`config.mk`:
```
export PLATFORM = sky130hd
export DESIGN_NAME = trap_controller
export DESIGN_NICKNAME = d
export VERILOG_FILES = /design/src/rtl/trap_pkg.sv /design/src/rtl/trap_csr_file.sv /design/src/rtl/trap_controller.sv
export SDC_FILE = /design/constraint.sdc
export NUM_CORES = 1
export LEC_CHECK = 0
export BUFFER_PORTS_ARGS = -buffer_cell sky130_fd_sc_hd__clkbuf_2
export CAP_MARGIN = 20
export CELL_PAD_IN_SITES_DETAIL_PLACEMENT = 2
export CELL_PAD_IN_SITES_GLOBAL_PLACEMENT = 2
export CORE_MARGIN = 2
export CORE_UTILIZATION = 38
export CTS_CLUSTER_DIAMETER = 80
export DETAILED_ROUTE_END_ITERATION = 6
export GPL_TIMING_DRIVEN = 0
export PLACE_DENSITY_LB_ADDON = 0.1
export SLEW_MARGIN = 15
export SYNTH_ARGS = -nofsm -noshare
export SYNTH_HDL_FRONTEND = slang
export SYNTH_SLANG_ARGS = --single-unit
export TNS_END_PERCENT = 5
```
`constraint.sdc`:
```
create_clock -name clk -period 6.6 [get_ports clk]
set_input_delay 0.99 -clock clk [delete_from_list [all_inputs] [get_ports clk]]
set_output_delay 0.99 -clock clk [all_outputs]
set_load 0.01 [all_outputs]
```
`src/rtl/trap_pkg.sv`:
```
// Shared constants for the machine-mode trap controller: CSR addresses, cause codes,
// CSR write/set/clear encoding and the controller state enum.
package trap_pkg;

  localparam logic [11:0] CsrMstatus = 12'h300;
  localparam logic [11:0] CsrMie     = 12'h304;
  localparam logic [11:0] CsrMtvec   = 12'h305;
  localparam logic [11:0] CsrMepc    = 12'h341;
  localparam logic [11:0] CsrMcause  = 12'h342;
  localparam logic [11:0] CsrMtval   = 12'h343;
  localparam logic [11:0] CsrMip     = 12'h344;

  localparam logic [4:0] CauseIllegal    = 5'd2;
  localparam logic [4:0] CauseLoadFault  = 5'd5;
  localparam logic [4:0] CauseStoreFault = 5'd7;
  localparam logic [4:0] CauseEcallM     = 5'd11;
  localparam logic [4:0] CauseIrqBase    = 5'd16;

  localparam int unsigned MstatusMie  = 3;
  localparam int unsigned MstatusMpie = 7;
  localparam int unsigned MieIrqLsb   = 16;

  typedef enum logic [1:0] {
    WscNone  = 2'b00,
    WscWrite = 2'b01,
    WscSet   = 2'b10,
    WscClear = 2'b11
  } wsc_mode_e;

  typedef enum logic [1:0] {
    StIdle,
    StTrapSave,
    StTrapRedir,
    StMretRedir
  } trap_state_e;

endpackage

```
`src/rtl/trap_csr_file.sv`:
```
// Machine-mode trap CSRs with combinational read mux, CSR instruction update,
// atomic trap save and mret restore. TRAP_VECTORED_EN makes mtvec[1:0] writable.
module trap_csr_file
  import trap_pkg::*;
#(
  parameter int unsigned    XLEN        = 32,
  parameter int unsigned    NUM_IRQ     = 4,
  parameter logic [XLEN-1:0] RESET_MTVEC = 32'h0000_0100
) (
  input  logic               clk,
  input  logic               rst_n,
  input  logic               csr_we_i,
  input  logic [11:0]        csr_addr_i,
  input  wsc_mode_e          csr_mode_i,
  input  logic [XLEN-1:0]    csr_operand_i,
  output logic [XLEN-1:0]    csr_rdata_o,
  input  logic [NUM_IRQ-1:0] irq_i,
  input  logic               trap_save_i,
  input  logic [XLEN-1:0]    save_epc_i,
  input  logic [XLEN-1:0]    save_cause_i,
  input  logic [XLEN-1:0]    save_tval_i,
  input  logic               mret_i,
  output logic               mstatus_mie_o,
  output logic [NUM_IRQ-1:0] mie_en_o,
  output logic [XLEN-1:0]    mtvec_o,
  output logic [XLEN-1:0]    mepc_o
);

  localparam logic [XLEN-1:0] LowBitsMask = {{(XLEN-2){1'b1}}, 2'b00};
`ifdef TRAP_VECTORED_EN
  localparam logic [XLEN-1:0] MtvecMask = '1;
`else
  localparam logic [XLEN-1:0] MtvecMask = LowBitsMask;
`endif

  logic               mie_q, mpie_q;
  logic [NUM_IRQ-1:0] mie_en_q;
  logic [XLEN-1:0]    mtvec_q, mepc_q, mcause_q, mtval_q;
  logic [XLEN-1:0]    rdata, wdata;
  logic               write_en;

  always_comb begin
    rdata = '0;
    case (csr_addr_i)
      CsrMstatus: begin
        rdata[MstatusMie]  = mie_q;
        rdata[MstatusMpie] = mpie_q;
      end
      CsrMie:    rdata[MieIrqLsb +: NUM_IRQ] = mie_en_q;
      CsrMtvec:  rdata = mtvec_q;
      CsrMepc:   rdata = mepc_q & LowBitsMask;
      CsrMcause: rdata = mcause_q;
      CsrMtval:  rdata = mtval_q;
      CsrMip:    rdata[MieIrqLsb +: NUM_IRQ] = irq_i;
      default:   rdata = '0;
    endcase
  end

  // Set/clear with a zero operand is a pure read and must not write.
  always_comb begin
    wdata    = rdata;
    write_en = 1'b0;
    unique case (csr_mode_i)
      WscWrite: begin
        wdata    = csr_operand_i;
        write_en = csr_we_i;
      end
      WscSet: begin
        wdata    = rdata | csr_operand_i;
        write_en = csr_we_i && (csr_operand_i != '0);
      end
      WscClear: begin
        wdata    = rdata & ~csr_operand_i;
        write_en = csr_we_i && (csr_operand_i != '0);
      end
      default: write_en = 1'b0;
    endcase
  end

  always_ff @(posedge clk or negedge rst_n) begin
    if (!rst_n) begin
      mie_q    <= 1'b0;
      mpie_q   <= 1'b0;
      mie_en_q <= '0;
      mtvec_q  <= RESET_MTVEC & MtvecMask;
      mepc_q   <= '0;
      mcause_q <= '0;
      mtval_q  <= '0;
    end else if (trap_save_i) begin
      mepc_q   <= save_epc_i;
      mcause_q <= save_cause_i;
      mtval_q  <= save_tval_i;
      mpie_q   <= mie_q;
      mie_q    <= 1'b0;
    end else if (mret_i) begin
      mie_q  <= mpie_q;
      mpie_q <= 1'b1;
    end else if (write_en) begin
      case (csr_addr_i)
        CsrMstatus: begin
          mie_q  <= wdata[MstatusMie];
          mpie_q <= wdata[MstatusMpie];
        end
        CsrMie:    mie_en_q <= wdata[MieIrqLsb +: NUM_IRQ];
        CsrMtvec:  mtvec_q  <= wdata & MtvecMask;
        CsrMepc:   mepc_q   <= wdata;
        CsrMcause: mcause_q <= wdata;
        CsrMtval:  mtval_q  <= wdata;
        default:   ;
      endcase
    end
  end

  assign csr_rdata_o   = rdata;
  assign mstatus_mie_o = mie_q;
  assign mie_en_o      = mie_en_q;
  assign mtvec_o       = mtvec_q;
  assign mepc_o        = mepc_q & LowBitsMask;

endmodule

```
`src/rtl/trap_controller.sv`:
```
// Machine-mode trap controller: trap priority, save/redirect sequencing and mret.
// Define TRAP_VECTORED_EN to enable vectored interrupt targets via mtvec mode 01.
module trap_controller
  import trap_pkg::*;
#(
  parameter int unsigned     XLEN        = 32,
  parameter int unsigned     NUM_IRQ     = 4,
  parameter logic [XLEN-1:0] RESET_MTVEC = 32'h0000_0100
) (
  input  logic               clk,
  input  logic               rst_n,
  input  logic               csr_rw_in,
  input  logic [1:0]         csr_wsc_mode_in,
  input  logic               csr_w_imm_mux,
  input  logic [11:0]        csr_rw_addr_in,
  input  logic [XLEN-1:0]    csr_w_data_reg,
  input  logic [4:0]         csr_w_data_imm,
  output logic [XLEN-1:0]    csr_r_data_out,
  input  logic               illegal_inst,
  input  logic               ecall_m,
  input  logic               l_access_fault,
  input  logic               s_access_fault,
  input  logic               mret,
  input  logic [XLEN-1:0]    fault_addr,
  input  logic [NUM_IRQ-1:0] irq_in,
  input  logic [XLEN-1:0]    epc_cur,
  output logic [XLEN-1:0]    PC_redirect,
  output logic               redirect_mux,
  output logic [3:0]         pipe_flush,
  output logic               RegWrite_cancel,
  output logic               trap_busy
);

  trap_state_e        state_q, state_d;
  logic [XLEN-1:0]    epc_q, cause_q, tval_q;
  logic [XLEN-1:0]    trap_cause, trap_tval, trap_target;
  logic [XLEN-1:0]    csr_operand, csr_rdata, mtvec, mepc;
  logic [NUM_IRQ-1:0] mie_en, irq_pend;
  logic [4:0]         irq_idx;
  logic               mstatus_mie, trap_take, is_idle, csr_we, save_en, mret_en;

  assign is_idle     = (state_q == StIdle);
  assign csr_operand = csr_w_imm_mux ? {{(XLEN-5){1'b0}}, csr_w_data_imm} : csr_w_data_reg;
  assign irq_pend    = {NUM_IRQ{mstatus_mie}} & mie_en & irq_in;

  always_comb begin
    irq_idx = '0;
    for (int i = NUM_IRQ - 1; i >= 0; i--) begin
      if (irq_pend[i]) irq_idx = 5'(i);
    end
  end

  always_comb begin
    trap_cause = '0;
    trap_tval  = '0;
    trap_take  = 1'b1;
    if (illegal_inst) begin
      trap_cause[4:0] = CauseIllegal;
    end else if (ecall_m) begin
      trap_cause[4:0] = CauseEcallM;
    end else if (l_access_fault) begin
      trap_cause[4:0] = CauseLoadFault;
      trap_tval       = fault_addr;
    end else if (s_access_fault) begin
      trap_cause[4:0] = CauseStoreFault;
      trap_tval       = fault_addr;
    end else if (|irq_pend) begin
      trap_cause[4:0]    = CauseIrqBase + irq_idx;
      trap_cause[XLEN-1] = 1'b1;
    end else begin
      trap_take = 1'b0;
    end
  end

  // A trap in the same cycle suppresses the CSR instruction.
  assign csr_we         = csr_rw_in && is_idle && !trap_take;
  assign csr_r_data_out = (csr_rw_in && is_idle) ? csr_rdata : '0;

  always_comb begin
`ifdef TRAP_VECTORED_EN
    trap_target = {mtvec[XLEN-1:2], 2'b00};
    if (mtvec[1:0] == 2'b01 && cause_q[XLEN-1]) begin
      trap_target = trap_target + {{(XLEN-7){1'b0}}, cause_q[4:0], 2'b00};
    end
`else
    trap_target = mtvec;
`endif
  end

  always_ff @(posedge clk or negedge rst_n) begin
    if (!rst_n) begin
      state_q <= StIdle;
      epc_q   <= '0;
      cause_q <= '0;
      tval_q  <= '0;
    end else begin
      state_q <= state_d;
      if (is_idle && trap_take) begin
        epc_q   <= epc_cur;
        cause_q <= trap_cause;
        tval_q  <= trap_tval;
      end
    end
  end

  always_comb begin
    state_d         = state_q;
    PC_redirect     = '0;
    redirect_mux    = 1'b0;
    pipe_flush      = 4'h0;
    RegWrite_cancel = 1'b0;
    trap_busy       = 1'b1;
    save_en         = 1'b0;
    mret_en         = 1'b0;
    unique case (state_q)
      StIdle: begin
        trap_busy = 1'b0;
        if (trap_take) begin
          RegWrite_cancel = 1'b1;
          pipe_flush      = 4'hF;
          state_d         = StTrapSave;
        end else if (mret) begin
          state_d = StMretRedir;
        end
      end
      StTrapSave: begin
        pipe_flush = 4'hF;
        save_en    = 1'b1;
        state_d    = StTrapRedir;
      end
      StTrapRedir: begin
        redirect_mux = 1'b1;
        pipe_flush   = 4'hF;
        PC_redirect  = trap_target;
        state_d      = StIdle;
      end
      StMretRedir: begin
        redirect_mux = 1'b1;
        pipe_flush   = 4'hF;
        PC_redirect  = mepc;
        mret_en      = 1'b1;
        state_d      = StIdle;
      end
      default: state_d = StIdle;
    endcase
  end

  trap_csr_file #(
    .XLEN        (XLEN),
    .NUM_IRQ     (NUM_IRQ),
    .RESET_MTVEC (RESET_MTVEC)
  ) u_csr_file (
    .clk           (clk),
    .rst_n         (rst_n),
    .csr_we_i      (csr_we),
    .csr_addr_i    (csr_rw_addr_in),
    .csr_mode_i    (wsc_mode_e'(csr_wsc_mode_in)),
    .csr_operand_i (csr_operand),
    .csr_rdata_o   (csr_rdata),
    .irq_i         (irq_in),
    .trap_save_i   (save_en),
    .save_epc_i    (epc_q),
    .save_cause_i  (cause_q),
    .save_tval_i   (tval_q),
    .mret_i        (mret_en),
    .mstatus_mie_o (mstatus_mie),
    .mie_en_o      (mie_en),
    .mtvec_o       (mtvec),
    .mepc_o        (mepc)
  );

endmodule

```
Word-level counts from Yosys, hierarchy flattened
Cells that the tools add are included.

Reduce and logical (&&, ||, !) cells: 23. Multiplexer cells: 65. Eq/ne operators: 15. Bitwise gates (word level): 7. Add/subtract/negate cells: 1.

Operator list (number): $mux W32 (18); $pmux W32 S3 (1); $eq A12 B10 Y1 const B (7); $pmux W32 S2 (1); $pmux W12 S4 (1); $mux W5 (7); $and A32 B32 Y32 (1); $not A32 Y32 (1); $or A32 B32 Y32 (1); $pmux W8 S4 (1); $reduce_bool A32 Y1 (1); $pmux W3 S4 (2); $pmux W4 S6 (1); $mux W1 (23); $pmux W1 S5 (2); $reduce_and A3 Y1 (3); $and A4 B4 Y4 (2); $eq A2 B2 Y1 const B (4); $mux W2 (4); $pmux W4 S2 (1); $reduce_and A4 Y1 (2); $reduce_bool A2 Y1 (4); $pmux W2 S3 (1); $reduce_bool A3 Y1 (2); other kinds (14) (20).

Output and inout bits: 71. Input port bits: 128. Register bits after elaboration: 204.

Logic depth before layout (Yosys ltp)
Gate-level depths: netlist of the first run.

Depth in word-level cells: 15. Depth in mapped cells: 10.

By module
From an unflattened synthesis of the first run, not the netlist that was laid out.

Cells, all modules: 1112. Area total of the unflattened synthesis: 11227.0 µm².

By module, submodules not included: trap_csr_file (cells each 781, sequential area each 3254.4 µm², area an instance 7349.5 µm², times used 1); trap_controller (cells each 331, sequential area each 1776.7 µm², area an instance 3877.5 µm², times used 1).

Least setup slack after synthesis of the first run
OpenSTA, ideal clock, no wires.

Path kind: input-to-output. Start: in csr_rw_addr_in[1]. End: out csr_r_data_out[7]. Stages: 7. Path slack: 3092 ps. Required time: 5610 ps. Data arrival time: 2518 ps. Path buffers: 2. Cells stage by stage: buf_2 -> buf_1 -> or3b_2 -> a21oi_1 -> a41oi_1 -> o31ai_1 -> nor2b_1.

Cells in the longest elaborated chain, start to end: 3.

RTL lines: start, declared (RTL line trap_controller.sv:15) `input logic [11:0] csr_rw_addr_in,`; $eq A12 B10 Y1 (RTL line trap_csr_file.sv:44) `case (csr_addr_i)`; $pmux W1 S5 (*) (RTL line trap_csr_file.sv:44); $mux W32 (*) (RTL line trap_controller.sv:77) `assign csr_r_data_out = (csr_rw_in && is_idle) ? csr_rdata : '0;`; end, declared (RTL line trap_controller.sv:18) `output logic [XLEN-1:0] csr_r_data_out,`.

Mark *: on every way between the ends. The rest lies on a longest branch, timed or not.

Worst setup path in the final report of the first run
Start: in csr_rw_addr_in[10]. End: out csr_r_data_out[7].

Same word-level chain as after synthesis.

==> metrics.cfg, run 1 <==
[synthesis]
yosysWarnings = 0
synth-edff-count = 0
synth_flop_cell = dfrtp_1
synthCells = 1119
synth_cell_types = 62
avgSynthCellArea_um2 = 9.89
synth_area_um2 = 11100
synth_seq_cells = 199
ys_seq_area_frac = 0.450
synth-async-reset-ratio = 1.00

[power_and_ir_drop]
power.density_nw_per_um2 = 371
power_switching_mw = 2.06
p_int_mw = 2.85
pwr-share-seq = 0.403
p_clk_frac = 0.237
switching_share = 0.419
cellLeakagePower_nw = 5.96
combPwrFrac = 0.360
ir_drop_v = 0.000184

[global_routing]
grt_max_degree = 96
grt_pass1_vias = 11400
grt_overflow_total = 0
grt_pass1_wl_um = 76500
grt_usage = 0.339
antenna_found_initial = 1

[sta]
period_share = 0.679
fmax_mhz = 223
holdWs_ns = 0.378
skew_ns = 0.0170
setup-violations-final = 0
tightest_slew_ns = 0.986
rsz0062_at_grt = false
hold_viol = 0
maxSlewHeadroom = 0.336
setup_tns_ns = 0
maxSlewViolCount = 0
fin_crit_ns = 4.48

[outcome]
status = completed

[drt]
detail_route.wl_per_cell_um = 29.6
vias_per_cell = 6.25
drc = 0
via_count = 10800
drt_iter0_drc = 1038
dr.pass1.iters = 5
wl_um = 51200
drtAntennaViolNets = 0

[worst_setup_path]
crit_required_ns = 5.61
worstPathCellList = clkbuf_2 -> nand4bb_1 -> clkbuf_1 -> nor2_1 -> buf_2 -> a32oi_1 -> o31ai_1 -> nor2b_1 -> clkbuf_2
path_class = in2out
worstPathArrival_ns = 3.49
cp-end-kind = output port
critical_path.most_common_cell = clkbuf_2
cp_slowest_stage_delay_ns = 0.54
startpoint_type = primary input
crit_slowest_cell = nor2_1
crit_fanout = 10

[floorplanning]
core_um2 = 28700
ios = 199
rows = 62
dieWidth_um = 175
die_h_um = 175
fp.dieArea_um2 = 30500
initial_utilization = 0.386

[layout]
final_common_cell = dfrtp_1
diodes = 0
syn_to_final_growth_pct = 19.4
mostFrequentLayoutCells = dfrtp_1, clkbuf_2, nand2_1
drive_above_1_share = 0.264
final_nets = 1461

[clock_network]
cts_resized = 0
postCtsSetupBuffers = 0
cts_root_buffer = clkbuf_16
clk_pin_slew_ns = 0.09
cts_tree = done
clk_latency_ns = 0.47
htree_levels = 4
clock_sinks = 199
cts_hold_buf = 0
clk_path_buf_depth = 2
numCtsBuffers = 17

[placement]
post-dp-hpwl_um = 38900
gp_congestion = 0.896
port_buffers = 191

[run]
maxCapViolations = 0

[worst_hold_path]
hp-class = in2async

worst max-delay path: cells and delay by family:
| family | cells | cell delay [ns] |
|---|---|---|
| buffers and inverters | 4 | 0.97 |
| AO/OA/AOI/OAI | 2 | 0.42 |
| AND/OR/NAND/NOR | 3 | 1.12 |
cell type report:
cell class,count,area [µm²]
buffer,99,454
clock buffer,18,439
clock inverter,14,200
fill,3174,15500
inverter,24,90.1
multi-input combinational,798,5540
sequential,199,4980
tap,384,480
timing repair buffer,194,1030
final timing paths:
| check | end | startpoint | slack (ns) | depth (start not counted) |
|---|---|---|---|---|
| worst min register to register | u_csr_file.mtval_q[14] | u_csr_file.mtval_q[14] | 0.50 | 1 |
| min in group clk | u_csr_file.mtval_q[14] | u_csr_file.mtval_q[14] | 0.50 | 1 |
| worst min-delay path | u_csr_file.mie_en_o[1] | rst_n | 0.38 | 1 |
| max in group asynchronous | u_csr_file.mepc_q[16] | rst_n | 5.02 | 3 |
| worst max register to register | u_csr_file.mepc_q[18] | state_q[1] | 3.45 | 9 |
| worst max-delay path | csr_r_data_out[7] | csr_rw_addr_in[10] | 2.12 | 9 |
through the flow:
stage                     total power [mW]  cells  utilization  setup WS (ns)  cell area (µm²)
after floorplan                       2.89   1120            -           3.09            11100
after detailed placement              3.71   1698        0.438           2.18            12600
after global placement                3.58   1695        0.436          0.412            12500
after global routing                  5.10   1730        0.460           2.02            13200
after CTS                             4.89   1730        0.460           2.15            13200
final                                 4.91   1730        0.460           2.12            13200
kinds of logic (layout without fill, tap and decap cells):
| family | count (synthesis) | in the layout | synth area share |
|---|---|---|---|
| AO/OA/AOI/OAI | 329 | 329 | 0.224 |
| XOR/XNOR | 1 | 1 | 0.000792 |
| buffers and inverters | 123 | 349 | 0.0492 |
| flip-flops | 199 | 199 | 0.450 |
| multiplexers | 126 | 126 | 0.122 |
| other | 1 | 2 | 0.000339 |
| AND/OR/NAND/NOR | 340 | 340 | 0.154 |
metal layers:
metal	global-route usage	vias to the layer above	wire length [µm]
met5	0	-	0
met4	0.0972	0	1500
met3	0.0653	86	3270
met2	0.535	486	23300
met1	0.476	5660	23100
li1	-	4583	-
state kept, by name, indices dropped and copies added (netlist names):
| signal | count |
|---|---|
| u_csr_file.mstatus_mie_o | 1 |
| cause_q | 5 |
| u_csr_file.mpie_q | 1 |
| state_q | 2 |
| u_csr_file.mtval_q | 32 |
| epc_q | 30 |
| u_csr_file.mtvec_o | 30 |
| tval_q | 32 |
| u_csr_file.mepc_q | 30 |
| u_csr_file.mie_en_o | 4 |
| u_csr_file.mcause_q | 32 |
power by group through the flow:
stage,clock [mW],combinational (mW),sequential [mW]
floorplan,0,1.12,1.78
global placement,0,1.64,1.94
detailed placement,0,1.73,1.97
CTS,1.17,1.76,1.96
global route,1.22,1.88,2.00
finish,1.16,1.77,1.98
synth_stat cells, types with 3 or more instances:
master / instances / share of area
and2_1: 3 / 0.0017
mux2i_1: 57 / 0.052
o21ai_0: 46 / 0.021
mux2_2: 67 / 0.068
or3b_2: 3 / 0.0024
nand4_1: 6 / 0.0034
a221oi_1: 3 / 0.0024
dfrtp_1: 198 / 0.45
nand2b_1: 9 / 0.0051
buf_2: 33 / 0.015
a2bb2oi_1: 5 / 0.0040
nor4_2: 3 / 0.0034
o2bb2ai_1: 6 / 0.0047
a2bb2oi_2: 7 / 0.0095
nor3_1: 16 / 0.0072
a21o_1: 16 / 0.011
or3_1: 5 / 0.0028
a31oi_1: 9 / 0.0051
nand2_1: 92 / 0.031
a211oi_1: 11 / 0.0075
o21ai_1: 27 / 0.012
o31ai_1: 9 / 0.0061
clkbuf_1: 47 / 0.016
buf_1: 10 / 0.0034
o221ai_1: 7 / 0.0055
a21oi_1: 23 / 0.010
o211ai_1: 14 / 0.0095
nand3_1: 35 / 0.016
a22oi_1: 38 / 0.026
a22o_1: 65 / 0.051
buf_4: 7 / 0.0047
nor4_1: 12 / 0.0068
a221o_1: 35 / 0.032
nor2b_1: 46 / 0.026
inv_1: 24 / 0.0081
and3_1: 7 / 0.0040
nor2_1: 84 / 0.028
Power figures use the tool's default switching activity.
==> run 2, diff against run 1 <==
- CORE_UTILIZATION: 38 -> 35
- clock period: 6.6 -> 4.3 ns (I/O delays scaled with it)
==> metrics.cfg, run 2 (synthesis gave the netlist of run 1 again) <==
[worst_setup_path]
path_depth = 6  ; was 9
critical_path.most_common_cell = clkbuf_1  ; was clkbuf_2
cp_slowest_stage_delay_ns = 0.74  ; was 0.54 ns
reg2regPathDepth = 7  ; was 9
crit_required_ns = 3.65  ; was 5.61 ns
crit_fanout = 10  ; unchanged
crit_family = buffers and inverters  ; was simple AND/OR/NAND/NOR gates
path_class = reg2out  ; was in2out
worstPathCellList = clkbuf_1 -> nor2_1 -> o21ai_1 -> clkbuf_1 -> inv_1 -> clkbuf_2  ; was clkbuf_2 -> nand4bb_1 -> clkbuf_1 -> nor2_1 -> buf_2 -> a32oi_1 -> o31ai_1 -> nor2b_1 -> clkbuf_2
crit_slowest_cell = clkbuf_1  ; was nor2_1
worstPathArrival_ns = 3.24  ; was 3.49 ns
cp-end-kind = output port  ; unchanged
worst-path-buf-inv = 4  ; unchanged
startpoint_type = flop  ; was primary input

[floorplanning]
die_h_um = 182  ; was 175 µm
initial_utilization = 0.353  ; was 0.386
dieWidth_um = 182  ; was 175 µm
ios = 199  ; unchanged
core_um2 = 31300  ; was 28700 µm²
fp.dieArea_um2 = 33100  ; was 30500 µm²
rows = 65  ; was 62

[placement]
port_buffers = 191  ; unchanged
post-dp-hpwl_um = 38700  ; was 38900 µm
gp_congestion = 0.882  ; was 0.896
dp_slack_ns = 0.551  ; was 2.18 ns

[global_routing]
grt_usage = 0.302  ; was 0.339
grt_pass1_vias = 10900  ; was 11400
grt_max_degree = 87  ; was 96
antenna_found_initial = 0  ; was 1
grt_overflow_total = 0  ; unchanged
grt_pass1_wl_um = 73500  ; was 76500 µm

[clock_network]
cts_root_buffer = clkbuf_16  ; unchanged
clk_pin_slew_ns = 0.08  ; was 0.09 ns
htree_levels = 4  ; unchanged
clock_sinks = 199  ; unchanged
postCtsSetupBuffers = 0  ; unchanged
cts_resized = 0  ; unchanged
clk_path_buf_depth = 2  ; unchanged
clk_latency_ns = 0.45  ; was 0.47 ns
cts_tree = done  ; unchanged
numCtsBuffers = 17  ; unchanged
cts_hold_buf = 0  ; unchanged

[power_and_ir_drop]
ir_drop_v = 0.000290  ; was 0.000184 V
power.density_nw_per_um2 = 558  ; was 371 nW/µm²
cellLeakagePower_nw = 5.94  ; was 5.96 nW

[layout]
multiInputGateArea_um2 = 5540  ; unchanged
nFillCells = 3459  ; was 3174
reg_top3 = tval_q x32, u_csr_file.mcause_q x32, u_csr_file.mtval_q x32  ; unchanged
final_common_cell = dfrtp_1  ; unchanged
seq_area_um2 = 4980  ; unchanged
diodes = 0  ; unchanged
mostFrequentLayoutCells = dfrtp_1, clkbuf_2, nand2_1  ; unchanged
final_nets = 1461  ; unchanged
drive_above_1_share = 0.262  ; was 0.264
syn_to_final_growth_pct = 19.2  ; was 19.4%

[sta]
setup_tns_ns = 0  ; unchanged
final.setup.worst_slack_ns = 0.419  ; was 2.12 ns
skew_ns = 0.0150  ; was 0.0170 ns
maxSlewViolCount = 0  ; unchanged
fmax_mhz = 258
period_share = 0.902
setup-violations-final = 0  ; unchanged
tightest_slew_ns = 1.10  ; was 0.986 ns
maxSlewHeadroom = 0.269  ; was 0.336
hold_viol = 0  ; unchanged
fin_crit_ns = 3.88
rsz0062_at_grt = false  ; unchanged

[drt]
drt_iter0_drc = 824  ; was 1038
dr.pass1.iters = 5  ; unchanged
vias_per_cell = 5.96  ; was 6.25
via_count = 10400  ; was 10800
wl_um = 49400  ; was 51200 µm
drc = 0  ; unchanged
drtAntennaViolNets = 0  ; unchanged
detail_route.wl_per_cell_um = 28.3  ; was 29.6 µm

[run]
maxCapViolations = 0  ; unchanged

[outcome]
status = completed  ; unchanged

[worst_hold_path]
hp-class = in2async  ; unchanged

==> run 2: per-stage QoR <==
step	total power [mW]	instance area [µm²]	hold WS, ns	util	instances
after global routing	7.72	13200	0.180	0.421	1747
final	7.36	13200	0.157	0.421	1747
after detailed placement	5.67	12600	0.463	0.402	1716
after global placement	5.54	12500	0.456	0.400	1713
after floorplan	4.44	11100	0.349	-	1120
after CTS	7.37	13200	0.178	0.421	1747
==> run 2: cell type report <==
type / instances / share of cell area
Multi-Input combinational cell: 798 / 0.420
Buffer: 99 / 0.0344
Clock inverter: 13 / 0.0122
Tap cell: 402 / 0.0381
Inverter: 24 / 0.00683
Clock buffer: 18 / 0.0325
Sequential cell: 199 / 0.378
Timing Repair Buffer: 194 / 0.0779
==> run 2: power breakdown <==
group / leakage (nW) / switching [mW] / internal, mW / total, mW
Sequential: 2.61 / 0.558 / 2.46 / 3.02
Clock: 0.284 / 0.803 / 0.877 / 1.68
Combinational: 3.05 / 1.58 / 1.08 / 2.66
==> run 2: worst reg2reg max path: stages, from the launching register on <==
cell and delay, ns:
dfrtp_1 0.38, clkbuf_1 0.71, nor2b_1 0.22, clkbuf_1 0.26, clkbuf_1 0.64, clkbuf_1 0.56
nand2_1 0.16, o211ai_1 0.12
==> run 2: final timing paths <==
path	startpoint	to	slack [ns]
max in group asynchronous	rst_n	tval_q[14]	3.28
max	state_q[1]	RegWrite_cancel	0.42
max reg2reg	state_q[0]	u_csr_file.mtval_q[5]	1.16
min	rst_n	u_csr_file.mcause_q[8]	0.16
min reg2reg	epc_q[8]	u_csr_file.mepc_q[8]	0.48
min in group clk	fault_addr[31]	tval_q[31]	0.42
==> run 2: layer usage <==
metal / GRT usage / vias to the layer above / part of all wire
li1: - / 4577 / -
met1: 0.430 / 5348 / 0.45
met2: 0.476 / 423 / 0.45
met3: 0.0540 / 58 / 0.072
met4: 0.0777 / 0 / 0.021
met5: 0 / - / 0
